$ cat src/rtl/wb_arbiter_2m.sv
// Two-master Wishbone classic arbiter: round-robin grant held for a whole CYC,
// with a per-transfer ACK timeout that aborts the owner and frees the slave.
module wb_arbiter_2m #(
  parameter int AW      = 32,
  parameter int DW      = 32,
  parameter int TIMEOUT = 255
) (
  input  logic          clk_i,
  input  logic          rst_i,
  input  logic          m0_cyc_i,
  input  logic          m0_stb_i,
  input  logic          m0_we_i,
  input  logic [AW-1:0] m0_adr_i,
  input  logic [DW-1:0] m0_dat_i,
  output logic [DW-1:0] m0_dat_o,
  output logic          m0_ack_o,
  output logic          m0_err_o,
  input  logic          m1_cyc_i,
  input  logic          m1_stb_i,
  input  logic          m1_we_i,
  input  logic [AW-1:0] m1_adr_i,
  input  logic [DW-1:0] m1_dat_i,
  output logic [DW-1:0] m1_dat_o,
  output logic          m1_ack_o,
  output logic          m1_err_o,
  output logic          s_cyc_o,
  output logic          s_stb_o,
  output logic          s_we_o,
  output logic [AW-1:0] s_adr_o,
  output logic [DW-1:0] s_dat_o,
  input  logic [DW-1:0] s_dat_i,
  input  logic          s_ack_i,
  output logic [1:0]    gnt_o
);

  typedef enum logic [1:0] {IDLE, GNT0, GNT1, TERR} state_t;

  localparam int             TCW   = $clog2(TIMEOUT + 1);
  localparam logic [TCW-1:0] TLAST = TCW'(TIMEOUT - 1);

  state_t         state, state_d;
  logic           last, last_d;
  logic           errm, errm_d;
  logic [TCW-1:0] tcnt, tcnt_d;
  logic           req0, req1;

  assign req0 = m0_cyc_i & m0_stb_i;
  assign req1 = m1_cyc_i & m1_stb_i;

  always_ff @(posedge clk_i) begin
    if (!rst_i) begin
      state <= IDLE;
      last  <= 1'b1;
      tcnt  <= '0;
      errm  <= 1'b0;
    end else begin
      state <= state_d;
      last  <= last_d;
      tcnt  <= tcnt_d;
      errm  <= errm_d;
    end
  end

  // tcnt only survives a cycle while the owner is strobing without an ACK
  always_comb begin
    state_d = state;
    last_d  = last;
    errm_d  = errm;
    tcnt_d  = '0;
    case (state)
      IDLE: begin
        if (req0 && (!req1 || last)) begin
          state_d = GNT0;
          last_d  = 1'b0;
        end else if (req1) begin
          state_d = GNT1;
          last_d  = 1'b1;
        end
      end
      GNT0: begin
        if (!m0_cyc_i) begin
          if (req1) begin
            state_d = GNT1;
            last_d  = 1'b1;
          end else begin
            state_d = IDLE;
          end
        end else if (m0_stb_i && !s_ack_i) begin
          if (tcnt == TLAST) begin
            state_d = TERR;
            errm_d  = 1'b0;
          end else begin
            tcnt_d = tcnt + TCW'(1);
          end
        end
      end
      GNT1: begin
        if (!m1_cyc_i) begin
          if (req0) begin
            state_d = GNT0;
            last_d  = 1'b0;
          end else begin
            state_d = IDLE;
          end
        end else if (m1_stb_i && !s_ack_i) begin
          if (tcnt == TLAST) begin
            state_d = TERR;
            errm_d  = 1'b1;
          end else begin
            tcnt_d = tcnt + TCW'(1);
          end
        end
      end
      default: state_d = IDLE;
    endcase
  end

  always_comb begin
    s_cyc_o  = 1'b0;
    s_stb_o  = 1'b0;
    s_we_o   = 1'b0;
    s_adr_o  = '0;
    s_dat_o  = '0;
    m0_ack_o = 1'b0;
    m0_err_o = 1'b0;
    m0_dat_o = '0;
    m1_ack_o = 1'b0;
    m1_err_o = 1'b0;
    m1_dat_o = '0;
    gnt_o    = 2'b00;
    case (state)
      GNT0: begin
        s_cyc_o  = m0_cyc_i;
        s_stb_o  = m0_stb_i;
        s_we_o   = m0_we_i;
        s_adr_o  = m0_adr_i;
        s_dat_o  = m0_dat_i;
        m0_ack_o = s_ack_i;
        m0_dat_o = s_dat_i;
        gnt_o    = 2'b01;
      end
      GNT1: begin
        s_cyc_o  = m1_cyc_i;
        s_stb_o  = m1_stb_i;
        s_we_o   = m1_we_i;
        s_adr_o  = m1_adr_i;
        s_dat_o  = m1_dat_i;
        m1_ack_o = s_ack_i;
        m1_dat_o = s_dat_i;
        gnt_o    = 2'b10;
      end
      TERR: begin
        m0_err_o = ~errm;
        m1_err_o = errm;
      end
      default: ;
    endcase
  end

endmodule

$ cat config.mk
export PLATFORM = sky130hd
export DESIGN_NAME = wb_arbiter_2m
export DESIGN_NICKNAME = d
export VERILOG_FILES = /design/src/rtl/wb_arbiter_2m.sv
export SDC_FILE = /design/constraint.sdc
export NUM_CORES = 1
export LEC_CHECK = 0
export CAP_MARGIN = 40
export CORE_AREA = 10 10 110 112
export CTS_BUF_LIST = sky130_fd_sc_hd__clkbuf_16
export CTS_CLUSTER_DIAMETER = 80
export DETAILED_ROUTE_END_ITERATION = 10
export DIE_AREA = 0 0 120 122
export PLACE_DENSITY = 0.68
export REMOVE_ABC_BUFFERS = 1
export SLEW_MARGIN = 30
export SYNTH_ARGS = -nofsm -noshare
export SYNTH_HDL_FRONTEND = slang
export SYNTH_SLANG_ARGS = --single-unit
$ cat constraint.sdc
create_clock -name clk_i -period 3.25 [get_ports clk_i]
set_input_delay 0.65 -clock clk_i [delete_from_list [all_inputs] [get_ports clk_i]]
set_output_delay 0.65 -clock clk_i [all_outputs]
set_load 0.05 [all_outputs]
# == Word level (Yosys, flattened, before mapping) ==
# Index checks and enable logic that the tools add are counted.
# word_totals
register_bits,12
input_bits,169
wordCells,77
# classes
add_sub_neg,1
eq_ne,16
mux,41
bitwise_logic,3
n_reduce_logical,12
# ops
op,count
32-bit one-hot mux with 2 select lines,2
32-bit 2-to-1 mux,2
8-bit 2-to-1 mux,5
"2-bit inequality test, second input constant",9
1-bit 2-to-1 mux,16
2-bit 2-to-1 mux,8
8-bit one-hot mux with 2 select lines,1
"3-bit inequality test, second input constant",3
"8-bit by 1-bit adder with 8-bit output, second input constant",1
"8-bit equality test, second input constant",1
1-bit one-hot mux with 2 select lines,4
7-bit AND reduction,1
2-bit one-hot mux with 3 select lines,1
"2-bit equality test, second input constant",2
2-bit one-hot mux with 2 select lines,1
4-bit AND reduction,1
1-bit logical AND,3
1-bit one-hot mux with 3 select lines,1
3-bit AND reduction,1
3-bit nonzero test,1
1-bit bitwise AND,2
"2-bit by 1-bit equality test with 1-bit output, second input constant",1
1-bit logical NOT,2
2-bit logical NOT,1
3 further kinds,3

# == Logic depth before layout (Yosys ltp) ==
# logic_depth
word_depth,6
ltp_mapped,7

# == Least setup slack after synthesis ==
# OpenSTA, ideal clock, no wires.
# synth_path
kind,reg-to-output
from,register state[0]
to,output s_adr_o[24]
t_arrival_ps,2069
path_slack_ps,531
stages_incl_launch_ff,7
path_buffers,3
path_cell_list,dfxtp_1 -> ha_1 -> buf_6 -> and2_1 -> buf_2 -> buf_2 -> a22o_1
# synth_via
elab_chain_len,2
# synth_rtl
element,line_no,text
from (decl),41,"state_t state, state_d;"
from (signal assigned),57,state <= state_d;
2-bit equality test / 2-bit by 1-bit equality test with 1-bit output (equally long branches),131,case (state)
32-bit one-hot mux with 2 select lines (*),131,
to (decl),29,"output logic [AW-1:0] s_adr_o,"
# Every way passes the cells marked *; elsewhere a longest branch is shown, timed or not.

# == Final worst setup path ==
# layout_path
from,register state[0]
to,output m0_dat_o[4]
# layout_via
elab_chain_len,2
# layout_rtl
element,line_no,text
2-bit by 1-bit equality test with 1-bit output,131,
32-bit 2-to-1 mux,131,
to (decl),15,"output logic [DW-1:0] m0_dat_o,"
# Every way passes these cells.

==> results.cfg <==
[floorplan]
fp.dieH_um = 122
rows = 37
initial_core_util_pct = 18.43
ios = 306
dieWidth_um = 120
core-area_mm2 = 0.01005
die-area_mm2 = 0.01464

[timing]
rsz0062_at_grt = false
skew_ns = 0.001641
fin_ws_ns = 0.2848
setup_viol = 0
max_slew_margin_pct = 62.72
max_clock_freq_mhz = 337.2
hold_viol = 0
period_needed_ns = 2.965
drv_slew = 0
timing.hold.ws_ns = 0.4764
tightestPinTransition_ns = 0.5575
period_share_pct = 91.24

[power]
pwr-share-comb_pct = 82.9
vdd_drop_max_mv = 0.2755
swShare_pct = 51.01
p_seq_share_pct = 7.3
p_leak_nw = 2.343
pwr_density_cell_mw_per_mm2 = 412.7
power.switching_mw = 1.194
clkPwrFrac_pct = 9.7
internal_power_mw = 1.146

[cells_and_area]
final_core_util_pct = 56.45
area_growth_pct = 206.2
fill_cells = 892
seqCellArea_um2 = 240.2
layout.cells.non_filler = 670
finalNetCount = 709
multi_input_area_mm2 = 0.001485
drive_above_1_share_pct = 25.38

[cts]
clkLatencyLatePin_ns = 0.24
cts_hold_buf = 0
cts_setup_buffers = 0
htreeDepth = 1
cts_tree = done
cts_root_buf = clkbuf_16
clk_pin_slew_ns = 0.04
cts_resized = 0
clock_sinks = 12
clock_path_buffers = 2
cts_buffers = 3

[synth]
synth.top_cell.area_share_pct = 31.69
synth_compound_area_share_pct = 39.05
synth.area.mux_share_pct = 0
synthFlopType = dfxtp_1
synth_xor_area_share_pct = 2.838
synthCells = 240
yosysTopAreaCell = a22o_1
avgSynthCellArea_um2 = 7.716
synth_edf_count = 0
synth.yosys.warnings = 0
yosysSeqAreaShare_pct = 12.97
synth_area_leaders = a22o_1 32%, and2_1 24%, dfxtp_1 13%, ha_1 4.7%, buf_2 2.7%
synth_common_cells = 70 x and2_1, 67 x a22o_1, 12 x dfxtp_1, 11 x clkbuf_1
synth_area_mm2 = 0.001852
ys_ff_latch = 12
synthSimpleGateAreaFrac_pct = 33.45
synth_top_family_by_area = compound AO/OA/AOI/OAI gates
post-synth-top-count-cell = and2_1
synth_cell_type_count = 34
synthArstFlopShare_pct = 0
synthAdderAreaFrac_pct = 4.730

[critical_path]
path_delay_family = buffers and inverters
path_class = reg2out
arrival_ns = 2.32
crit_buf_inv = 2
critPathMaxFanout = 27
critPathRequiredTime_ns = 2.60
crit_chain = ha_1 -> buf_6 -> and2_1 -> clkdlybuf4s50_1
cp_slowest_stage_delay_ns = 0.82
slowest_stage = clkdlybuf4s50_1
end_kind = output port
crit_path_start_kind = flop

[grt]
grt_pass1_wl_um = 22940
grt_remaining_overflow = 0
grt_pass1_vias = 3102
grtUsageTotal_pct = 20.84
grtUsageMet1_pct = 23.74
busiest_layer = met2
gr-usage-met3_pct = 12.67
grt_start_max_net_pins = 67
use_met2_pct = 33.29
grt_antenna_before_repair = 3

[job]
maxCapViolations = 0

[drt]
drc = 0
routedWlPerCell_um = 25.07
antenna_left = 0
drtPass1Iterations = 4
finalWirelength_um = 16800
drt_iter0_drc = 203
via_per_inst = 4.607
route.vias.total = 3087

[placement]
placedCellCount = 664
io_buffers = 305
dpl.hpwl_um = 14700
dp_slack_ns = 0.5098
gp_congestion = 0.8938

[hold_path]
holdCritPathClass = reg2reg

[run_status]
status = finished, final reports clean
state kept, by name (all words and copies together), names as in the netlist:
register,flops
tcnt,8
state,2
errm,1
last,1
metrics by stage:
stage | cell area [um^2] | TNS (ns) | power [mW]
after floorplan | 1742 | -42.93 | 1.178
after global placement | 5575 | 0 | 2.105
after detailed placement | 5587 | 0 | 2.117
after CTS | 5665 | 0 | 2.355
after global routing | 5665 | 0 | 2.436
final | 5670 | 0 | 2.340
final timing paths:
kind	start	slack [ns]	cells after the start	endpoint
max	state[0]	0.28	4	m0_dat_o[4]
min	tcnt[0]	0.48	1	tcnt[0]
max reg2reg	state[1]	1.25	7	state[1]
min reg2reg	tcnt[0]	0.48	1	tcnt[0]
final cells by class:
type / instances / share of cell area [%]
diodes: 2 / 0.08826
inverters: 5 / 0.3310
multi-input cells: 200 / 26.19
flip-flops and latches: 12 / 4.237
well taps: 136 / 3.001
clock inverters: 1 / 0.06620
clock buffers: 3 / 1.324
repair buffers: 311 / 64.76
per-layer routing:
metal,vias to the layer above,routed length (um)
met1,1408,6303
met3,17,2291
met2,180,8015
met5,-,20
li1,1480,-
met4,2,167
layout by cell type (no fill, tap or decap), types with 3 or more instances in the layout:
| cell type | synthesis | final |
|---|---|---|
| nor2_1 | 10 | 10 |
| clkbuf_16 | 0 | 3 |
| ha_1 | 7 | 7 |
| nand3_1 | 3 | 3 |
| a22o_1 | 67 | 67 |
| buf_4 | 1 | 57 |
| nand2_1 | 8 | 8 |
| dfxtp_1 | 12 | 12 |
| inv_1 | 5 | 5 |
| xor2_1 | 3 | 3 |
| buf_12 | 0 | 70 |
| xnor2_1 | 3 | 3 |
| and2_1 | 70 | 68 |
| clkdlybuf4s50_1 | 0 | 183 |
| nor3_1 | 3 | 3 |
| and4b_1 | 3 | 3 |
cell families after synthesis:
family	count (synthesis)
AOI/OAI and AO/OA	83
and+or+nand+nor	104
adders and majority gates	7
xor gates and xnor gates	6
DFF	12
buffers and inverters	28
worst reg2reg max path: stages, from the launching register on:
cell and delay (ns):
dfxtp_1 0.41, inv_1 0.09, ha_1 0.32, buf_4 0.21
and3b_2 0.20, a311oi_1 0.27, nand2_1 0.12, a32o_1 0.27
power groups by stage:
stage / logic, mW / clock network [mW] / registers [mW]
after floorplan: 1.01 / 0 / 0.171
after global placement: 1.93 / 0 / 0.172
after detailed placement: 1.94 / 0 / 0.174
after CTS: 1.95 / 0.232 / 0.172
after global routing: 2.02 / 0.239 / 0.174
final: 1.94 / 0.228 / 0.172
(Power assumes the default switching activity.)
